===== src/rtl/half_adder.sv =====
// half_adder: lane-parallel half adder with optional output register and valid flag.
// Build option HALF_ADDER_PARITY_EN adds a parity output (XOR-reduction of s).
module half_adder #(
  parameter int WIDTH      = 1,
  parameter bit REGISTERED = 1
) (
  input  logic             clk,
  input  logic             rst,
  input  logic             in_valid,
  input  logic [WIDTH-1:0] x,
  input  logic [WIDTH-1:0] y,
  output logic [WIDTH-1:0] s,
  output logic [WIDTH-1:0] c,
  output logic             out_valid
`ifdef HALF_ADDER_PARITY_EN
  ,
  output logic             parity
`else
`endif
);
  logic [WIDTH-1:0] s_n, c_n;
  assign s_n = x ^ y;
  assign c_n = x & y;
  if (REGISTERED) begin : g_reg
    always_ff @(posedge clk) begin
      if (rst) begin
        s         <= '0;
        c         <= '0;
        out_valid <= 1'b0;
      end else begin
        out_valid <= in_valid;
        if (in_valid) begin
          s <= s_n;
          c <= c_n;
        end
      end
    end
`ifdef HALF_ADDER_PARITY_EN
    always_ff @(posedge clk) begin
      if (rst) parity <= 1'b0;
      else if (in_valid) parity <= ^s_n;
    end
`else
`endif
  end else begin : g_comb
    // clk and rst are intentionally unused on the combinational path
    logic unused_clk_rst;
    assign unused_clk_rst = clk ^ rst;
    assign s         = s_n;
    assign c         = c_n;
    assign out_valid = in_valid;
`ifdef HALF_ADDER_PARITY_EN
    assign parity    = ^s_n;
`else
`endif
  end
endmodule


===== config.mk =====
export PLATFORM = sky130hd
export DESIGN_NAME = half_adder
export DESIGN_NICKNAME = d
export VERILOG_FILES = /design/src/rtl/half_adder.sv
export SDC_FILE = /design/constraint.sdc
export NUM_CORES = 1
export LEC_CHECK = 0
export CAP_MARGIN = 20
export CORE_AREA = 2 2 39 41
export DETAILED_ROUTE_END_ITERATION = 16
export DIE_AREA = 0 0 41 43
export MAX_ROUTING_LAYER = met4
export SETUP_SLACK_MARGIN = 0.5
export SYNTH_ARGS = -nofsm -noshare
export SYNTH_HDL_FRONTEND = slang
export SYNTH_SLANG_ARGS = --single-unit
export TNS_END_PERCENT = 5

===== constraint.sdc =====
create_clock -name clk -period 1.1 [get_ports clk]
set_clock_uncertainty 0.15 [all_clocks]
set_input_delay 0.22 -clock clk [delete_from_list [all_inputs] [get_ports clk]]
set_output_delay 0.22 -clock clk [all_outputs]
set_load 0.05 [all_outputs]

==> reports/qor.csv, run 1 <==
stage,metric,value,unit
outcome,status,"finished, final reports clean",
detailed_routing,DRT iter0 DRCs,0,
critical_path,crit start category,register,
min_path,Hold Path Class,in -> reg,
detailed_routing,drt first pass iters,1,
yosys,Synthesized Nets,15,
cts,post-CTS setup buffer count,0,
grt,initial antenna violation count,0,
pwr,Int Power,0.290,mW
critical_path,cells along the critical path,buf_12,
yosys,Synth cell types,5,
die,core area,1380,um^2
timing,setup violators final,0,
cts,Clock Pin Slew Worst Setup and Hold Paths,40,ps
yosys,register bit count reported by yosys,3,
detailed_routing,remaining antenna violation count,0,
placed_design,post-placement cell count,32,
cells_and_area,share of layout cells above drive strength 1,60.0,%
die,# rows,14,
pwr,combinational share of power,19.3,%
pwr,Leak,0.126,nW
min_path,Worst Min Path Start,rst,
placed_design,pre-CTS WS,-296,ps
critical_path,R2R Setup Slk,310,ps
timing,Rel. slew slack,90.6,%
detailed_routing,Routed WL,237,um
critical_path,"CP delay by family, top",flip-flops,
yosys,syn avg cell area,11.8,um^2
pwr,sw power,0.0931,mW
critical_path,Worst Setup End Kind,output port,
grt,first-pass GRT wire length,393,um
critical_path,Worst Path Max Fanout,2,
yosys,register area share after synthesis,56.5,%
critical_path,R2R depth,2,
yosys,Syn. warnings,0,
placed_design,gpl congestion,0.527,
timing,FMAX,926,MHz
pwr,sequential power share,31.4,%
grt,total track usage,4.62,%
yosys,"area leader, netlist",dfxtp_1,
timing,RSZ-0062 raised after global routing,true,
die,die area,1760,um^2
timing,"Slew Viols, Final",0,
die,die width,41,um
cts,Worst-Skew Late Latency,230,ps
placed_design,Detail Placement HPWL,195,um
cts,cts-stage hold buffer count,0,
timing,final worst path period need,1080,ps
yosys,synthesized cell area,106,um^2
pwr,Clk network pwr share,49.3,%
cts,H-tree depth,1,
critical_path,r2r endpoint,c,
pwr,PwrDens,1420,nW/um^2
job,max-cap viol count,0,
yosys,Mapped Cells,9,
critical_path,Arrival @ worst endpoint,710,ps
pwr,Sw Share,24.3,%
cts,CTS max path bufs,2,
timing,Final WS setup,20.6,ps
critical_path,CP bufs+invs,1,
die,Ports,8,
placed_design,IO Port Bufs,7,
timing,Worst-Margin Slew,137,ps
grt,largest net degree at the start of global routing,4,
cts,Root Driver,clkbuf_4,
critical_path,CP required,730,ps
cts,CTS tree,done,
cells_and_area,Layout Nets,27,
die,Initial Util,7.69,%
cells_and_area,"non-filler cells, final",36,
timing,period utilization,98.1,%
critical_path,critical path depth in cells,1,
detailed_routing,wire length per cell,6.58,um
min_path,WHS Path Cells,2,
yosys,largest cells by area after synthesis,"dfxtp_1, mux2i_1, ha_1",
detailed_routing,DR vias,104,
grt,vias in the first global route,101,
cells_and_area,"Area growth, synth to finish",153,%
cts,Inserted Clock Buffers,3,
critical_path,"Largest stage delay, worst path",340,ps
min_path,Hold Crit Endpoint,c,
detailed_routing,DRC Markers,0,
pwr,worst vdd ir,0.314,mV
cts,Sink Count,3,
yosys,post-synth top area share,56.5,%
grt,GRT overflow,0,
timing,Final Hold Vio Count,0,
critical_path,worst setup path class,reg -> out,
timing,setup TNS,0,ps
detailed_routing,Via density,2.89,
die,chip height,43,um
cells_and_area,filler instances,154,
critical_path,"Slowest-stage cell, CP",dfxtp_4,
critical_path,Critical R2R Launch,c,
cells_and_area,antenna cells,0,
==> cells in the final DEF, fill, tap and decap left out, drive strengths merged <==
master,synthesis,routed
dfxtp,3,3
mux2i,2,2
ha,1,1
dlymetal6s2s,0,2
clkbuf,0,6
nor2b,1,1
buf,0,3
nor2,2,2
==> power by group through the flow <==
stage / registers, mW / logic (mW) / clock network, mW
after floorplan: 0.141 / 0.0110 / 0
after global placement: 0.122 / 0.0794 / 0
after detailed placement: 0.122 / 0.0801 / 0
after CTS: 0.120 / 0.0773 / 0.202
after global routing: 0.121 / 0.0799 / 0.213
final: 0.120 / 0.0739 / 0.189
==> registers in the layout, summed over array words and instances (netlist names) <==
| signal | flops |
|---|---|
| out_valid | 1 |
| s | 1 |
| c | 1 |
==> Yosys cell counts <==
master   n
dfxtp_1  3
mux2i_1  2
nor2_1   2
ha_1     1
nor2b_1  1
==> kinds of logic (layout without fill, tap and decap cells) <==
| kind of cell | after synthesis | in the layout | synth area share (%) |
|---|---|---|---|
| fa+ha+maj | 1 | 1 | 11.8 |
| simple gates | 3 | 3 | 12.9 |
| mux | 2 | 2 | 18.8 |
| buf+inv | 0 | 11 | 0 |
| flops | 3 | 3 | 56.5 |
==> per-stage QoR <==
step	instance area, um^2	total power, mW	hold WS, ps	utilization [%]
2_1_floorplan	128	0.152	127	-
3_3_place_gp	248	0.201	359	17.9
3_5_place_dp	248	0.202	368	17.9
4_1_cts	272	0.400	363	19.6
5_1_grt	269	0.414	86.5	19.4
6_report	269	0.383	71.6	19.4
==> per-layer routing <==
layer	routed length (um)	vias to the layer above	global-route usage, %
met4	0	0	8.00
met1	109	43	4.17
met5	0	-	-
li1	-	53	-
met2	82	8	3.44
met3	45	0	4.71
==> what timing repair did <==
item / in CTS / in global routing
endpoints found under the hold margin: 0 / 0
endpoints found under the setup margin: 6 / 6
resized for setup: 2 / 6
pin swaps: 0 / 2
==> worst max path at each step <==
stage / start / end / slack, ps
global placement: y / s / -280
floorplan: y / s / 240
finish: s / s / 20
CTS: s / s / 6
detailed placement: y / s / -300
global route: s / s / -5
==> area by class of cell <==
class | instances | area [um^2] | share of cell area (%)
well taps | 16 | 20.0 | 7.44
repair buffers | 7 | 95.1 | 35.3
multi-input cells | 6 | 58.8 | 21.9
clock buffers | 4 | 26.3 | 9.77
flip-flops and latches | 3 | 68.8 | 25.6
Power figures use the tool's default switching activity.
==> inputs of run 2 (changes only) <==
--- a/config.mk
+++ b/config.mk
@@ -11,4 +11,5 @@
 export DIE_AREA = 0 0 41 43
 export MAX_ROUTING_LAYER = met4
+export RECOVER_POWER = 100
 export SETUP_SLACK_MARGIN = 0.5
 export SYNTH_ARGS = -nofsm -noshare
==> constraint.sdc (replaced) <==
create_clock -name clk -period 1.1 [get_ports clk]
set_clock_uncertainty 0.15 [all_clocks]
set_input_delay 0.33 -clock clk [delete_from_list [all_inputs] [get_ports clk]]
set_output_delay 0.33 -clock clk [all_outputs]
set_load 0.05 [all_outputs]
==> reports/qor.csv, run 2 (synthesis results as in run 1) <==
stage,metric,value,unit,change
detailed_routing,wire length per cell,7.39,um,was 6.58 um
cells_and_area,antenna cells,0,,unchanged
pwr,sw power,0.0949,mW,was 0.0931 mW
timing,RSZ-0062 raised after global routing,true,,unchanged
critical_path,R2R Setup Slk,330,ps,was 310 ps
critical_path,CP required,620,ps,was 730 ps
pwr,PwrDens,1560,nW/um^2,was 1420 nW/um^2
pwr,Total Power,0.386,mW,was 0.383 mW
grt,initial antenna violation count,0,,unchanged
min_path,Hold Path Class,in -> reg,,unchanged
cts,Sink Count,3,,unchanged
grt,first-pass GRT wire length,372,um,was 393 um
cts,CTS max path bufs,2,,unchanged
cts,CTS tree,done,,unchanged
placed_design,pre-CTS WS,-398,ps,was -296 ps
grt,vias in the first global route,107,,was 101
job,max-cap viol count,0,,unchanged
min_path,Hold Crit Endpoint,s,,was c
critical_path,crit start category,register,,unchanged
timing,Hold WS,129,ps,was 71.6 ps
critical_path,Arrival @ worst endpoint,710,ps,about the same
cts,Inserted Clock Buffers,3,,unchanged
cells_and_area,filler instances,154,,unchanged
die,die width,41,um,unchanged
cells_and_area,top flop regs,"c x1, out_valid x1, s x1",,unchanged
timing,period utilization,108,%,was 98.1%
die,Ports,8,,unchanged
placed_design,post-placement cell count,32,,unchanged
detailed_routing,DRC Markers,0,,unchanged
critical_path,r2r endpoint,c,,unchanged
cts,Clock Pin Slew Worst Setup and Hold Paths,40,ps,about the same
outcome,failing checks,negative setup slack,,
critical_path,R2R depth,2,,unchanged
pwr,Clk network pwr share,49.7,%,was 49.3%
placed_design,gpl congestion,0.512,,was 0.527
cells_and_area,most frequent cells in the layout,"dfxtp_2, clkbuf_4, buf_12",,"was clkbuf_4, buf_12"
cts,cts-stage hold buffer count,0,,unchanged
critical_path,Worst Path Max Fanout,2,,unchanged
critical_path,Worst Setup End Kind,output port,,unchanged
cells_and_area,"non-filler cells, final",36,,unchanged
die,die area,1760,um^2,unchanged
cts,H-tree depth,1,,unchanged
critical_path,"Slowest-stage cell, CP",dfxtp_2,,was dfxtp_4
critical_path,Critical R2R Launch,c,,unchanged
timing,"Slew Viols, Final",0,,unchanged
min_path,Worst Min Path Start,rst,,unchanged
cells_and_area,share of layout cells above drive strength 1,60.0,%,unchanged
detailed_routing,Routed WL,266,um,was 237 um
cts,Root Driver,clkbuf_4,,unchanged
detailed_routing,DRT iter0 DRCs,0,,unchanged
die,core area,1380,um^2,unchanged
cells_and_area,Layout Nets,27,,unchanged
pwr,worst vdd ir,0.339,mV,was 0.314 mV
critical_path,CP bufs+invs,1,,unchanged
pwr,Sw Share,24.6,%,was 24.3%
die,Initial Util,7.69,%,unchanged
pwr,Int Power,0.292,mW,was 0.290 mW
grt,total track usage,4.00,%,was 4.62%
critical_path,"CP delay by family, top",flip-flops,,unchanged
placed_design,DP Area,243,um^2,was 248 um^2
placed_design,IO Port Bufs,7,,unchanged
die,chip height,43,um,unchanged
pwr,combinational share of power,18.6,%,was 19.3%
timing,Worst-Margin Slew,137,ps,about the same
critical_path,worst setup path class,reg -> out,,unchanged
grt,largest net degree at the start of global routing,4,,unchanged
critical_path,"Largest stage delay, worst path",340,ps,about the same
timing,Final Hold Vio Count,0,,unchanged
detailed_routing,remaining antenna violation count,0,,unchanged
timing,setup violators final,3,,was 0
timing,FMAX,842,MHz,was 926 MHz
cells_and_area,"Area growth, synth to finish",133,%,was 153%
timing,final worst path period need,1190,ps,was 1080 ps
pwr,sequential power share,31.7,%,was 31.4%
timing,Final WS setup,-87.8,ps,was 20.6 ps
timing,Rel. slew slack,90.6,%,about the same
cells_and_area,Final Cell Area,248,um^2,was 269 um^2
die,# rows,14,,unchanged
cts,Worst-Skew Late Latency,230,ps,about the same
outcome,status,"complete, but fails checks",,"was finished, final reports clean"
detailed_routing,Via density,2.92,,was 2.89
critical_path,cells along the critical path,buf_12,,unchanged
pwr,Leak,0.109,nW,was 0.126 nW
min_path,WHS Path Cells,2,,unchanged
grt,GRT overflow,0,,unchanged
detailed_routing,drt first pass iters,1,,unchanged
detailed_routing,DR vias,105,,was 104
run 2: cell types whose count changed in the layout (fill, tap and decap cells not counted), sizes merged:
| cell | delta |
|---|---|
| buf | +3 |
| dlymetal6s2s | -2 |
| clkbuf | -1 |
run 2: how the worst max path moves through the flow:
stage | startpoint | to | slack (ps) | cells after the start
global placement | y | s | -400 | 4
finish | s | s | -90 | 1
detailed placement | y | s | -400 | 4
global route | c | c | -110 | 1
floorplan | y | s | 130 | 3
CTS | s | s | -100 | 1
run 2: layer usage:
layer,routed length [um],global-route usage [%],part of all wire [%]
met2,110,5.00,41
met4,0,4.00,0
met3,52,5.24,20
met1,103,2.24,39
met5,0,-,0
run 2: cell type report:
type / count / area (um^2) / area share [%]
Tap cell: 16 / 20.0 / 8.08
Clock buffer: 4 / 26.3 / 10.6
Multi-Input combinational cell: 6 / 46.3 / 18.7
Sequential cell: 3 / 63.8 / 25.8
Timing Repair Buffer: 7 / 91.3 / 36.9
run 2: through the flow:
stage                     TNS [ps]  utilization, %
after detailed placement      -853            17.5
after floorplan                  0               -
after CTS                     -277            19.3
after global routing          -303            17.9
after global placement        -846            17.5
final                         -239            17.9
run 2: repair_timing:
action / CTS / global route
buffers inserted: 0 / 0
setup endpoints to repair: 6 / 5
gates cloned: 0 / 0
pin swaps: 3 / 3
resized for setup: 20 / 0
run 2: power groups by stage:
stage,clock [mW],sequential [mW],combinational (mW)
floorplan,0,0.143,0.0110
global placement,0,0.124,0.0792
detailed placement,0,0.124,0.0805
CTS,0.204,0.123,0.0800
global route,0.211,0.123,0.0759
finish,0.192,0.123,0.0717
run 2: worst reg2reg max path, stage by stage (launching register included):
cell	delay, ps
dfxtp_2	320
mux2i_1	140
nor2_1	50
